**config.mk**
```make
export PLATFORM = sky130hd
export DESIGN_NAME = stack_unit
export DESIGN_NICKNAME = d
export VERILOG_FILES = /design/src/rtl/stack_pkg.sv /design/src/rtl/stack_regfile.sv /design/src/rtl/stack_unit.sv
export SDC_FILE = /design/constraint.sdc
export NUM_CORES = 1
export LEC_CHECK = 0
export ABC_AREA = 1
export BUFFER_PORTS_ARGS = -buffer_cell sky130_fd_sc_hd__buf_4
export CORE_ASPECT_RATIO = 0.5
export CORE_MARGIN = 4
export CORE_UTILIZATION = 52
export CTS_BUF_LIST = sky130_fd_sc_hd__clkbuf_16
export DETAILED_ROUTE_END_ITERATION = 12
export GPL_TIMING_DRIVEN = 0
export HOLD_SLACK_MARGIN = 0.08
export PLACE_DENSITY = 0.83
export SLEW_MARGIN = 25
export SYNTH_ARGS = -nofsm -noshare
export SYNTH_HDL_FRONTEND = slang
export SYNTH_SLANG_ARGS = --single-unit
export TNS_END_PERCENT = 5
```
**constraint.sdc**
```tcl
create_clock -name clk -period 2.2 [get_ports clk]
set_clock_uncertainty 0.15 [all_clocks]
set_input_delay 0.22 -clock clk [delete_from_list [all_inputs] [get_ports clk]]
set_output_delay 0.22 -clock clk [all_outputs]
set_load 0.01 [all_outputs]
```
**src/rtl/stack_pkg.sv**
```systemverilog
`default_nettype none
// ============================================================================
//  Module   : stack_pkg
//  Purpose  : Shared constants and command encoding for the operand stack of
//             the stack-based multicycle MIPS datapath.
//  Contents : C_DATA_W / C_DEPTH defaults, derived C_SP_W, stack_cmd_e
//             command type and the strobe-priority helper.
//  Revision : 1.0 - initial release
// ============================================================================
package stack_pkg;

    localparam int C_DATA_W = 8;
    localparam int C_DEPTH  = 8;
    localparam int C_SP_W   = $clog2(C_DEPTH) + 1;

    typedef enum logic [1:0] {
        CMD_NONE = 2'd0,
        CMD_PUSH = 2'd1,
        CMD_POP  = 2'd2,
        CMD_TOS  = 2'd3
    } stack_cmd_e;

    // Resolve simultaneous strobes to the one that executes: push > pop > tos.
    function automatic stack_cmd_e stack_cmd_sel(input logic push,
                                                 input logic pop,
                                                 input logic tos);
        if (push)     return CMD_PUSH;
        else if (pop) return CMD_POP;
        else if (tos) return CMD_TOS;
        else          return CMD_NONE;
    endfunction

endpackage : stack_pkg
`default_nettype wire

```
**src/rtl/stack_regfile.sv**
```systemverilog
`default_nettype none
// ============================================================================
//  Module   : stack_regfile
//  Purpose  : DEPTH x DATA_W storage for the operand stack. One synchronous
//             write port, one combinational read port, async reset to zero.
//  Ports    : clk, rst           - clock / async active-high reset
//             we, waddr, wdata   - write port (captured on rising clk)
//             raddr, rdata       - combinational read port
//  Revision : 1.0 - initial release
// ============================================================================
module stack_regfile #(
    parameter int DATA_W = 8,
    parameter int DEPTH  = 8,
    parameter int AW     = $clog2(DEPTH)
) (
    input  logic              clk,
    input  logic              rst,
    input  logic              we,
    input  logic [AW-1:0]     waddr,
    input  logic [DATA_W-1:0] wdata,
    input  logic [AW-1:0]     raddr,
    output logic [DATA_W-1:0] rdata
);

    logic [DATA_W-1:0] r_mem [DEPTH];

    generate
        for (genvar gi = 0; gi < DEPTH; gi++) begin : g_entry
            always_ff @(posedge clk or posedge rst) begin
                if (rst) begin
                    r_mem[gi] <= '0;
                end else if (we && (waddr == AW'(gi))) begin
                    r_mem[gi] <= wdata;
                end
            end
        end
    endgenerate

    assign rdata = r_mem[raddr];

endmodule : stack_regfile
`default_nettype wire

```
**src/rtl/stack_unit.sv**
```systemverilog
`default_nettype none
// ============================================================================
//  Module   : stack_unit
//  Purpose  : Operand stack serving push/pop/tos/mtos strobes from the
//             multicycle controller. Registered read output, sticky error
//             flags for overflow, underflow and conflicting strobes.
//  Ports    : clk, rst              - clock / async active-high reset
//             push, pop, tos        - command strobes (push > pop > tos)
//             mtos                  - push-data select (1 mem_data, 0 alu_res)
//             alu_res, mem_data     - push data sources
//             stack_out, out_zero   - last pop/tos value and its zero flag
//             sp, empty, full       - entry count and occupancy flags
//             ovf_err, unf_err,
//             cmd_err               - sticky error flags
//  Revision : 1.0 - initial release
// ============================================================================
module stack_unit
    import stack_pkg::*;
#(
    parameter int DATA_W = C_DATA_W,
    parameter int DEPTH  = C_DEPTH,
    parameter int SP_W   = $clog2(DEPTH) + 1
) (
    input  logic              clk,
    input  logic              rst,
    input  logic              push,
    input  logic              pop,
    input  logic              tos,
    input  logic              mtos,
    input  logic [DATA_W-1:0] alu_res,
    input  logic [DATA_W-1:0] mem_data,
    output logic [DATA_W-1:0] stack_out,
    output logic              out_zero,
    output logic [SP_W-1:0]   sp,
    output logic              empty,
    output logic              full,
    output logic              ovf_err,
    output logic              unf_err,
    output logic              cmd_err
);

    localparam int              AW     = $clog2(DEPTH);
    localparam logic [SP_W-1:0] C_FULL = SP_W'(DEPTH);

    logic [SP_W-1:0]   r_sp;
    logic [DATA_W-1:0] r_stack_out;
    logic              r_ovf_err;
    logic              r_unf_err;
    logic              r_cmd_err;

    stack_cmd_e        w_cmd;
    logic              w_multi;
    logic              w_empty;
    logic              w_full;
    logic              w_we;
    logic [DATA_W-1:0] w_wdata;
    logic [DATA_W-1:0] w_rdata;
    logic [SP_W-1:0]   w_sp_m1;
    logic [AW-1:0]     w_waddr;
    logic [AW-1:0]     w_raddr;

    assign w_empty = (r_sp == '0);
    assign w_full  = (r_sp == C_FULL);
    assign w_cmd   = stack_cmd_sel(push, pop, tos);
    assign w_multi = (push & pop) | (push & tos) | (pop & tos);
    assign w_wdata = mtos ? mem_data : alu_res;

    // When full the low bits of sp alias slot 0, but the write is gated off.
    assign w_we    = (w_cmd == CMD_PUSH) && !w_full;
    assign w_waddr = r_sp[AW-1:0];
    assign w_sp_m1 = r_sp - SP_W'(1);
    assign w_raddr = w_sp_m1[AW-1:0];

    stack_regfile #(
        .DATA_W (DATA_W),
        .DEPTH  (DEPTH),
        .AW     (AW)
    ) u_regfile (
        .clk   (clk),
        .rst   (rst),
        .we    (w_we),
        .waddr (w_waddr),
        .wdata (w_wdata),
        .raddr (w_raddr),
        .rdata (w_rdata)
    );

    always_ff @(posedge clk or posedge rst) begin
        if (rst) begin
            r_sp        <= '0;
            r_stack_out <= '0;
            r_ovf_err   <= 1'b0;
            r_unf_err   <= 1'b0;
            r_cmd_err   <= 1'b0;
        end else begin
            if (w_multi) begin
                r_cmd_err <= 1'b1;
            end
            case (w_cmd)
                CMD_PUSH: begin
                    if (w_full) r_ovf_err <= 1'b1;
                    else        r_sp      <= r_sp + SP_W'(1);
                end
                CMD_POP: begin
                    if (w_empty) begin
                        r_unf_err <= 1'b1;
                    end else begin
                        r_stack_out <= w_rdata;
                        r_sp        <= w_sp_m1;
                    end
                end
                CMD_TOS: begin
                    if (w_empty) r_unf_err   <= 1'b1;
                    else         r_stack_out <= w_rdata;
                end
                default: ;
            endcase
        end
    end

    assign stack_out = r_stack_out;
    assign out_zero  = (r_stack_out == '0);
    assign sp        = r_sp;
    assign empty     = w_empty;
    assign full      = w_full;
    assign ovf_err   = r_ovf_err;
    assign unf_err   = r_unf_err;
    assign cmd_err   = r_cmd_err;

endmodule : stack_unit
`default_nettype wire

```
Word-level counts from Yosys, hierarchy flattened
Index checks and enable logic that the tools add are counted.

storage, ports and cells
  word-level logic and storage cells = 65
  register bits after elaboration = 79
  bits of input ports = 22
  output and inout bits = 18

cells by class
  reductions and logical operators = 19
  muxes and demuxes = 10
  equal/unequal tests = 13
  bitwise operators = 7
  add/subtract/negate cells = 2
  $lt $le $gt $ge = 1

operator list
  cell                                                                    number
  8-bit binary-select mux with 3-bit select                               1
  8-bit two-way mux                                                       3
  3-bit equality test (second input constant)                             4
  1-bit logical AND                                                       9
  8-bit zero test                                                         1
  4-bit two-way mux                                                       2
  4-bit case mux with 2 select lines                                      1
  3-bit by 2-bit equality test with 1-bit output (second input constant)  2
  2-bit two-way mux                                                       3
  2-bit AND reduction                                                     3
  4-bit by 1-bit adder with 4-bit output (second input constant)          1
  2-bit equality test (second input constant)                             2
  4-bit equality test (second input constant)                             1
  4-bit greater-or-equal comparator (second input constant)               1
  4-bit zero test                                                         1
  2-bit != test (second input constant)                                   2
  3-bit NOT with 4-bit output                                             1
  4-bit by 1-bit subtractor with 4-bit output (second input constant)     1
  1-bit bitwise AND                                                       3
  3-bit by 1-bit equality test with 1-bit output (second input constant)  1
  3-bit zero test                                                         1
  3-bit AND reduction                                                     1
  2-bit by 1-bit equality test with 1-bit output (second input constant)  1
  1-bit OR                                                                2
  other kinds (4)                                                         4

Depth between registers and ports, before layout
Gate-level depths: netlist (run 1).

  depth in word-level cells = 6
  depth in mapped cells = 11
  depth with buffers taken out = 9

Hierarchy
A second synthesis (run 1) with hierarchy kept.

second synthesis, totals
  cell total of the unflattened synthesis = 546
  area total of the unflattened synthesis = 4102.7 µm²

by module, submodules not included
  module         instances  cells each  area an instance (µm²)  sequential area each (µm²)
  stack_regfile  1          440         3200.6                  1601.5
  stack_unit     1          106         902.1                   375.4

Least setup slack after synthesis (run 1)
OpenSTA, ideal clock, no wires.

  path kind = reg2reg
  start = register r_sp[0] (netlist: sp[0])
  end = register r_stack_out[7] (netlist: stack_out[7])
  path slack = 13 ps
  required time = 1933 ps
  stages on the path, launching flop included = 12
  arrival = 1919 ps
  setup time = 117 ps
  buffers on the path = 4
  period minus slack after synthesis = 2187 ps
  cells stage by stage = dfrtp_1 -> buf_2 -> inv_2 -> buf_2 -> ha_1 -> buf_2 -> clkinv_1 -> buf_2 -> nand3_1 -> nand3_1 -> nand3_1 -> nand2_1

on the way
  cells in the longest elaborated chain, start to end = 5
  elaborated cells on any way between the ends = 8
  classes of those cells = add/sub (1); mux (3); bitwise (2); reduce/logical (2)

RTL lines
  what                                                  line                 source
  start: declaration                                    stack_unit.sv:45     logic [SP_W-1:0] r_sp;
  start signal: assignment                              stack_unit.sv:102    else r_sp <= r_sp + SP_W'(1);
  start signal: assignment                              stack_unit.sv:109    r_sp <= w_sp_m1;
  4-bit by 1-bit subtractor with 4-bit output           stack_unit.sv:71     assign w_sp_m1 = r_sp - SP_W'(1);
  3-bit NOT with 4-bit output (implied by the code)     stack_regfile.sv:39  assign rdata = r_mem[raddr];
  8-bit binary-select mux with 3-bit select             stack_regfile.sv:39
  8-bit two-way mux (implied by the code) (2 in a row)  stack_regfile.sv:39
  end signal: assignment                                stack_unit.sv:108    r_stack_out <= w_rdata;
  end signal: assignment                                stack_unit.sv:114    else r_stack_out <= w_rdata;
  end: declaration                                      stack_unit.sv:46     logic [DATA_W-1:0] r_stack_out;

Several ways; a longest one is shown, not always the timed one. The select of a mux whose other input is x is not followed.
A chain may end at the register's enable or synchronous reset.

Worst setup path in the final report (run 1)
  start = register r_sp[0] (netlist: sp[0])
  end = output port empty

on the way
  cells in the longest elaborated chain, start to end = 1

RTL lines
  what              line              source
  4-bit zero test   stack_unit.sv:62  assign w_empty = (r_sp == '0);
  end: declaration  stack_unit.sv:35  output logic empty,

Every way passes these cells.

==> results.md, run 1 <==
- Setup ws final: 0.0707 ns
- Fillers: 622
- Port-buffer cells: 38
- WP data arrival: 1.76 ns
- Outcome: finished clean
- GRT Residual Overflow: 0
- Main combinational cell family by area after synthesis: simple AND/OR/NAND/NOR gates
- ANT nets after route: 0
- IR drop worst, VDD: 0.652 mV
- Layout area overhead: 19.9%
- R2R depth: 9
- Nature of the critical path endpoint: output port
- Die ar.: 9540 um^2
- DIE WIDTH: 134 um
- Post-Syn Instances: 523
- Pleak: 2.47 nW
- Largest net degree at the start of global routing: 34
- Synth Area in Compound Gates: 0.0858
- Synth async-reset ratio: 1.00
- Clock sink count: 79
- Maximum clock frequency: 0.470 GHz
- Pwr per Cell Area: 1560 nW/um^2
- Slew Viols, Final: 0
- Post-CTS Setup Inserts: 0
- Syn. warnings: 0
- # IOs: 40
- Min Clock Period, post-route: 2.13 ns
- Top cells by area, synth: dfrtp_1 (48%), nand2_1 (16%), nand3_1 (7.0%), inv_1 (6.9%), o21ai_0 (6.8%)
- Fin. Hold Viols: 0
- Endpoint, Worst Hold: ovf_err
- Worst hold path cell count: 3
- Mux cell area share after synthesis: 0.0218
- Insertion delay to the later sink of the worst-skew pair: 0.34 ns
- Final Setup Violations: 0
- H-tree levels: 3
- Distinct cells, synth: 28
- Adder-cell share of the synthesized area: 0.0212
- Total global-route track usage: 0.242
- Worst R2R End: stack_out[6]
- Clock buffer depth: 2
- R2R Setup Slk: 0.07 ns
- Final Total Pwr: 7.77 mW
- Simple-Gate Fraction of Synth Area: 0.278
- 1st-iter DRT viols: 472
- Hpwl dp: 7530 um
- Placed cells: 671
- Initial antenna violation count: 0
- Setup crit start kind: flop
- Most frequent cell after synthesis: nand2_1
- Yosys top cell area share: 0.477
- Hold WC Path Type: in -> reg
- Tcrit/Tclk final: 0.968
- Critical Setup Path Class: reg -> out
- Max Cap Viol: 0
- Maximum net fanout on the critical path: 20
- Std-Cell Rows: 22
- Drt via density: 5.22
- Routed len/inst: 16.0 um
- Leading area contributor after synthesis: dfrtp_1
- Worst-path clk slew: 0.06 ns
- Die H: 71.1 um
- CTS root buffer: clkbuf_16
- Hold_sp: push
- Cell area after synthesis: 4140 um^2
- Worst endpoint required time: 1.83 ns
- Setup TNS: 0 ns
- Routed vias: 3,588
- XOR/XNOR Fraction of Synth Area: 0.00604
- Num CTS Buffers: 9
- Syn_area_per_cell: 7.92 um^2
- Vias in the first global route: 3,369
- Non-Filler Instances: 687
- Syn_nets: 552
- Sequential area share after synthesis: 0.477
- Starting Density: 0.549
- Worst slack, placed: -0.416 ns
- First-pass GRT wire length: 17,600 um
- Layout cells sized above 1: 0.173
- ANT cells: 0
- Flops & latches, synth: 79
- Worst Max-Slew Pin Slew: 0.582 ns
- Core Box Area: 7540 um^2
- Post-synth top cells: nand2_1 (177), dfrtp_1 (79), inv_1 (76)
- Max transition margin: 0.611
- Routability Congestion: 0.901
- CTS tree: yes
- Final core occ: 0.658
- Drt pass-1 iters: 5
- Post-synth EDFFs: 0
- Routed WL: 11,000 um
- Ys flop type: dfrtp_1
- R2r startpoint: sp[0]
- Post-route DRC violation count: 0
- Nets: 604
[layout make-up]
cell class	instances	area, um^2	area share
Buffer	18	145	0.0292
Multi-Input combinational cell	342	1720	0.346
Clock inverter	6	76.3	0.0154
Inverter	82	324	0.0653
Tap cell	108	135	0.0272
Sequential cell	79	1980	0.398
Clock buffer	9	225	0.0454
Timing Repair Buffer	43	363	0.0731
[placed cells by master (no fill, tap or decap), types with 2 or more instances in the layout]
cell type,n
dlygate4sd3_1,3
ha_1,6
clkinv_1,3
o21bai_1,2
dfrtp_1,79
o21ai_1,11
clkbuf_1,2
buf_6,8
nand3_2,2
bufinv_16,2
nand3_1,58
inv_1,75
nor2_4,9
buf_2,5
clkbuf_16,9
inv_2,3
nand2_1,177
inv_4,2
buf_4,40
nor2_1,2
o21ai_0,56
nor4_1,2
mux2_2,8
[cell families after synthesis]
logic type      after synthesis
compound gates               70
fa+ha+maj                     7
xor+xnor                      2
flops                        79
mux                           8
buf+inv                     102
simple gates                255
[worst max path at each step]
| stage | startpoint | end | slack [ns] | cells after the start |
|---|---|---|---|---|
| global placement | sp[0] | stack_out[5] | -0.43 | 11 |
| detailed placement | sp[0] | stack_out[6] | -0.42 | 10 |
| finish | sp[0] | empty | 0.07 | 6 |
| global route | sp[0] | stack_out[3] | -0.009 | 9 |
| floorplan | sp[0] | stack_out[7] | 0.01 | 11 |
| CTS | sp[0] | stack_out[6] | 0.03 | 9 |
[registers in the layout (all words and copies together) (netlist names)]
register	count
cmd_err	1
stack_out	8
u_regfile.r_mem	64
unf_err	1
ovf_err	1
sp	4
[per-layer routing]
layer,global-route usage,up-vias,share of wire
li1,-,1730,-
met1,0.365,1703,0.47
met2,0.342,143,0.43
met3,0.0646,12,0.093
met4,0.0666,0,0.013
met5,0,-,0
[worst max-delay path, cell delays in order, from the launching register on]
cell	delay [ns]
dfrtp_1	0.44
buf_6	0.18
inv_8	0.13
ha_2	0.25
nand3_2	0.17
inv_2	0.12
buf_4	0.12
[per-stage QoR]
step	hold WS, ns	instance area (um^2)
floorplan	0.200	4140
global placement	0.314	4560
detailed placement	0.175	4610
CTS	0.107	4950
global route	0.155	4970
finish	0.111	4970
[power breakdown]
| group | switching, mW | leakage, nW | internal [mW] |
|---|---|---|---|
| sequential | 0.292 | 0.948 | 2.17 |
| clock | 0.567 | 0.148 | 0.972 |
| combinational | 2.43 | 1.37 | 1.34 |
[timing repair]
item	in CTS	in global routing
hold endpoints to repair	23	0
gates resized for setup	7	6
pin swaps	0	0
endpoints found under the setup margin	78	9
hold buffers	3	0
No activity file was read; power rests on OpenSTA's default activity.
==> run 2, diff against run 1 <==
CORE_UTILIZATION = 50   (was 52)
PLACE_DENSITY = 0.81   (was 0.83)
RECOVER_POWER = 25   (was default)
SETUP_SLACK_MARGIN = 0.02   (was default)
==> results.md, run 2 (synthesis gave the netlist of run 1 again) <==
- Max transition margin: 0.277
- Placed Area: 4610 um^2
- CP Cell Sequence: buf_6 -> inv_4 -> buf_8 -> ha_4 -> nand3_4 -> inv_2 -> buf_4
- Routed WL: 11,300 um
- Setup ws final: 0.0963 ns
- Setup crit start kind: flop
- Largest net degree at the start of global routing: 30
- Most frequent cells in the layout: nand2_1 (177), dfrtp_1 (79), inv_1 (77), nand3_1 (58), o21ai_0 (56)
- IR drop worst, VDD: 0.651 mV
- Post-route DRC violation count: 0
- Maximum net fanout on the critical path: 12
- Worst slack, placed: -0.499 ns
- CTS tree: yes
- Maximum clock frequency: 0.475 GHz
- First-pass GRT wire length: 18,300 um
- Finished Cell Area: 4950 um^2
- Initial antenna violation count: 0
- Routability Congestion: 0.908
- Core Box Area: 8030 um^2
- # IOs: 40
- Hpwl dp: 7730 um
- Drt pass-1 iters: 6
- ANT cells: 0
- Pleak: 2.44 nW
- WP data arrival: 1.73 ns
- Max incr delay on CP: 0.41 ns
- Insertion delay to the later sink of the worst-skew pair: 0.34 ns
- Max Cap Viol: 0
- Buf/Inv on CP: 5
- Hold_ws: 0.147 ns
- CTS root buffer: clkbuf_16
- GRT Residual Overflow: 0
- Clock sink count: 79
- Slew Viols, Final: 0
- Nets: 606
- Hold WC Path Type: in -> reg
- Vias in the first global route: 3,640
- Nature of the critical path endpoint: output port
- Clock buffer depth: 2
- Min Clock Period, post-route: 2.10 ns
- Worst-path clk slew: 0.06 ns
- Routed len/inst: 16.2 um
- Cell family with most CP delay: buffers and inverters
- DIE WIDTH: 137 um
- 1st-iter DRT viols: 456
- Critical Setup Path Class: reg -> out
- Port-buffer cells: 38
- Die ar.: 9890 um^2
- Setup repair after global routing missed its margin: false
- Largest Register: u_regfile.r_mem
- Std-Cell Rows: 23
- Drt via density: 5.43
- Placed cells: 675
- Tcrit/Tclk final: 0.956
- Non-Filler Instances: 694
- Num CTS Buffers: 9
- H-tree levels: 3
- Layout area overhead: 19.5%
- Leading cell type in the layout, fill and taps excluded: nand2_1
- Largest register FFs: 64
- Die H: 72.3 um
- Total global-route track usage: 0.244
- Routed vias: 3,768
- Pwr per Cell Area: 1550 nW/um^2
- Fillers: 702
- Layout cells sized above 1: 0.167
- Worst endpoint required time: 1.83 ns
- Starting Density: 0.516
- Final Setup Violations: 0
- ANT nets after route: 0
- Worst Max-Slew Pin Slew: 1.08 ns
- Fin. Hold Viols: 0
- Outcome: finished clean
- CP max-delay cell: dfrtp_1
-- run 2: power by group --
part | total [mW] | switching [mW] | internal, mW
logic | 3.90 | 2.50 | 1.40
clock network | 1.32 | 0.571 | 0.745
registers | 2.45 | 0.283 | 2.17
total | 7.67 | 3.36 | 4.31
-- run 2: final timing paths --
kind	startpoint	to	slack, ns	cells after the start
max	sp[0]	empty	0.1	7
min	push	ovf_err	0.15	3
max reg2reg	sp[0]	stack_out[5]	0.12	9
min reg2reg	unf_err	unf_err	0.34	1
max in group asynchronous	rst	u_regfile.r_mem[12]	0.74	4
min in group asynchronous	rst	u_regfile.r_mem[43]	0.50	3
-- run 2: what timing repair did --
item                       4_1_cts  5_1_grt
gates resized for setup         10        7
hold endpoints to repair        22        0
setup endpoints to repair       78       13
hold buffers                     3        0
setup buffers                    1        0
pin swaps                        0        0
-- run 2: worst reg2reg max path, stage by stage (launching register included) --
cell and delay [ns]:
dfrtp_1 0.40, buf_6 0.17, inv_4 0.08, buf_8 0.16, ha_4 0.34, clkbuf_2 0.28
nand3_1 0.18, nand3_1 0.13, nand3_1 0.08, nand2_1 0.07
-- run 2: final cells by class --
cell class / count / area (um^2) / share of cell area
multi-input cells: 342 / 1760 / 0.356
flip-flops and latches: 79 / 1980 / 0.400
clock inverters: 7 / 32.5 / 0.00658
plain buffers: 19 / 158 / 0.0319
repair buffers: 44 / 333 / 0.0673
clock buffers: 9 / 225 / 0.0455
inverters: 82 / 319 / 0.0645
well taps: 112 / 140 / 0.0283
-- run 2: per-layer routing --
| layer | GRT usage | part of all wire | vias to the layer above |
|---|---|---|---|
| met5 | 0 | 0 | - |
| met4 | 0.0760 | 0.019 | 0 |
| met3 | 0.0713 | 0.097 | 20 |
| met2 | 0.375 | 0.45 | 190 |
| met1 | 0.336 | 0.43 | 1816 |
| li1 | - | - | 1742 |
-- run 2: per-stage QoR --
stage	TNS, ns	utilization	power [mW]
final	0	0.616	7.67
after global placement	-6.30	0.569	5.93
after floorplan	0	-	4.93
after detailed placement	-9.44	0.574	6.07
after global routing	0	0.616	8.27
after CTS	0	0.614	7.52
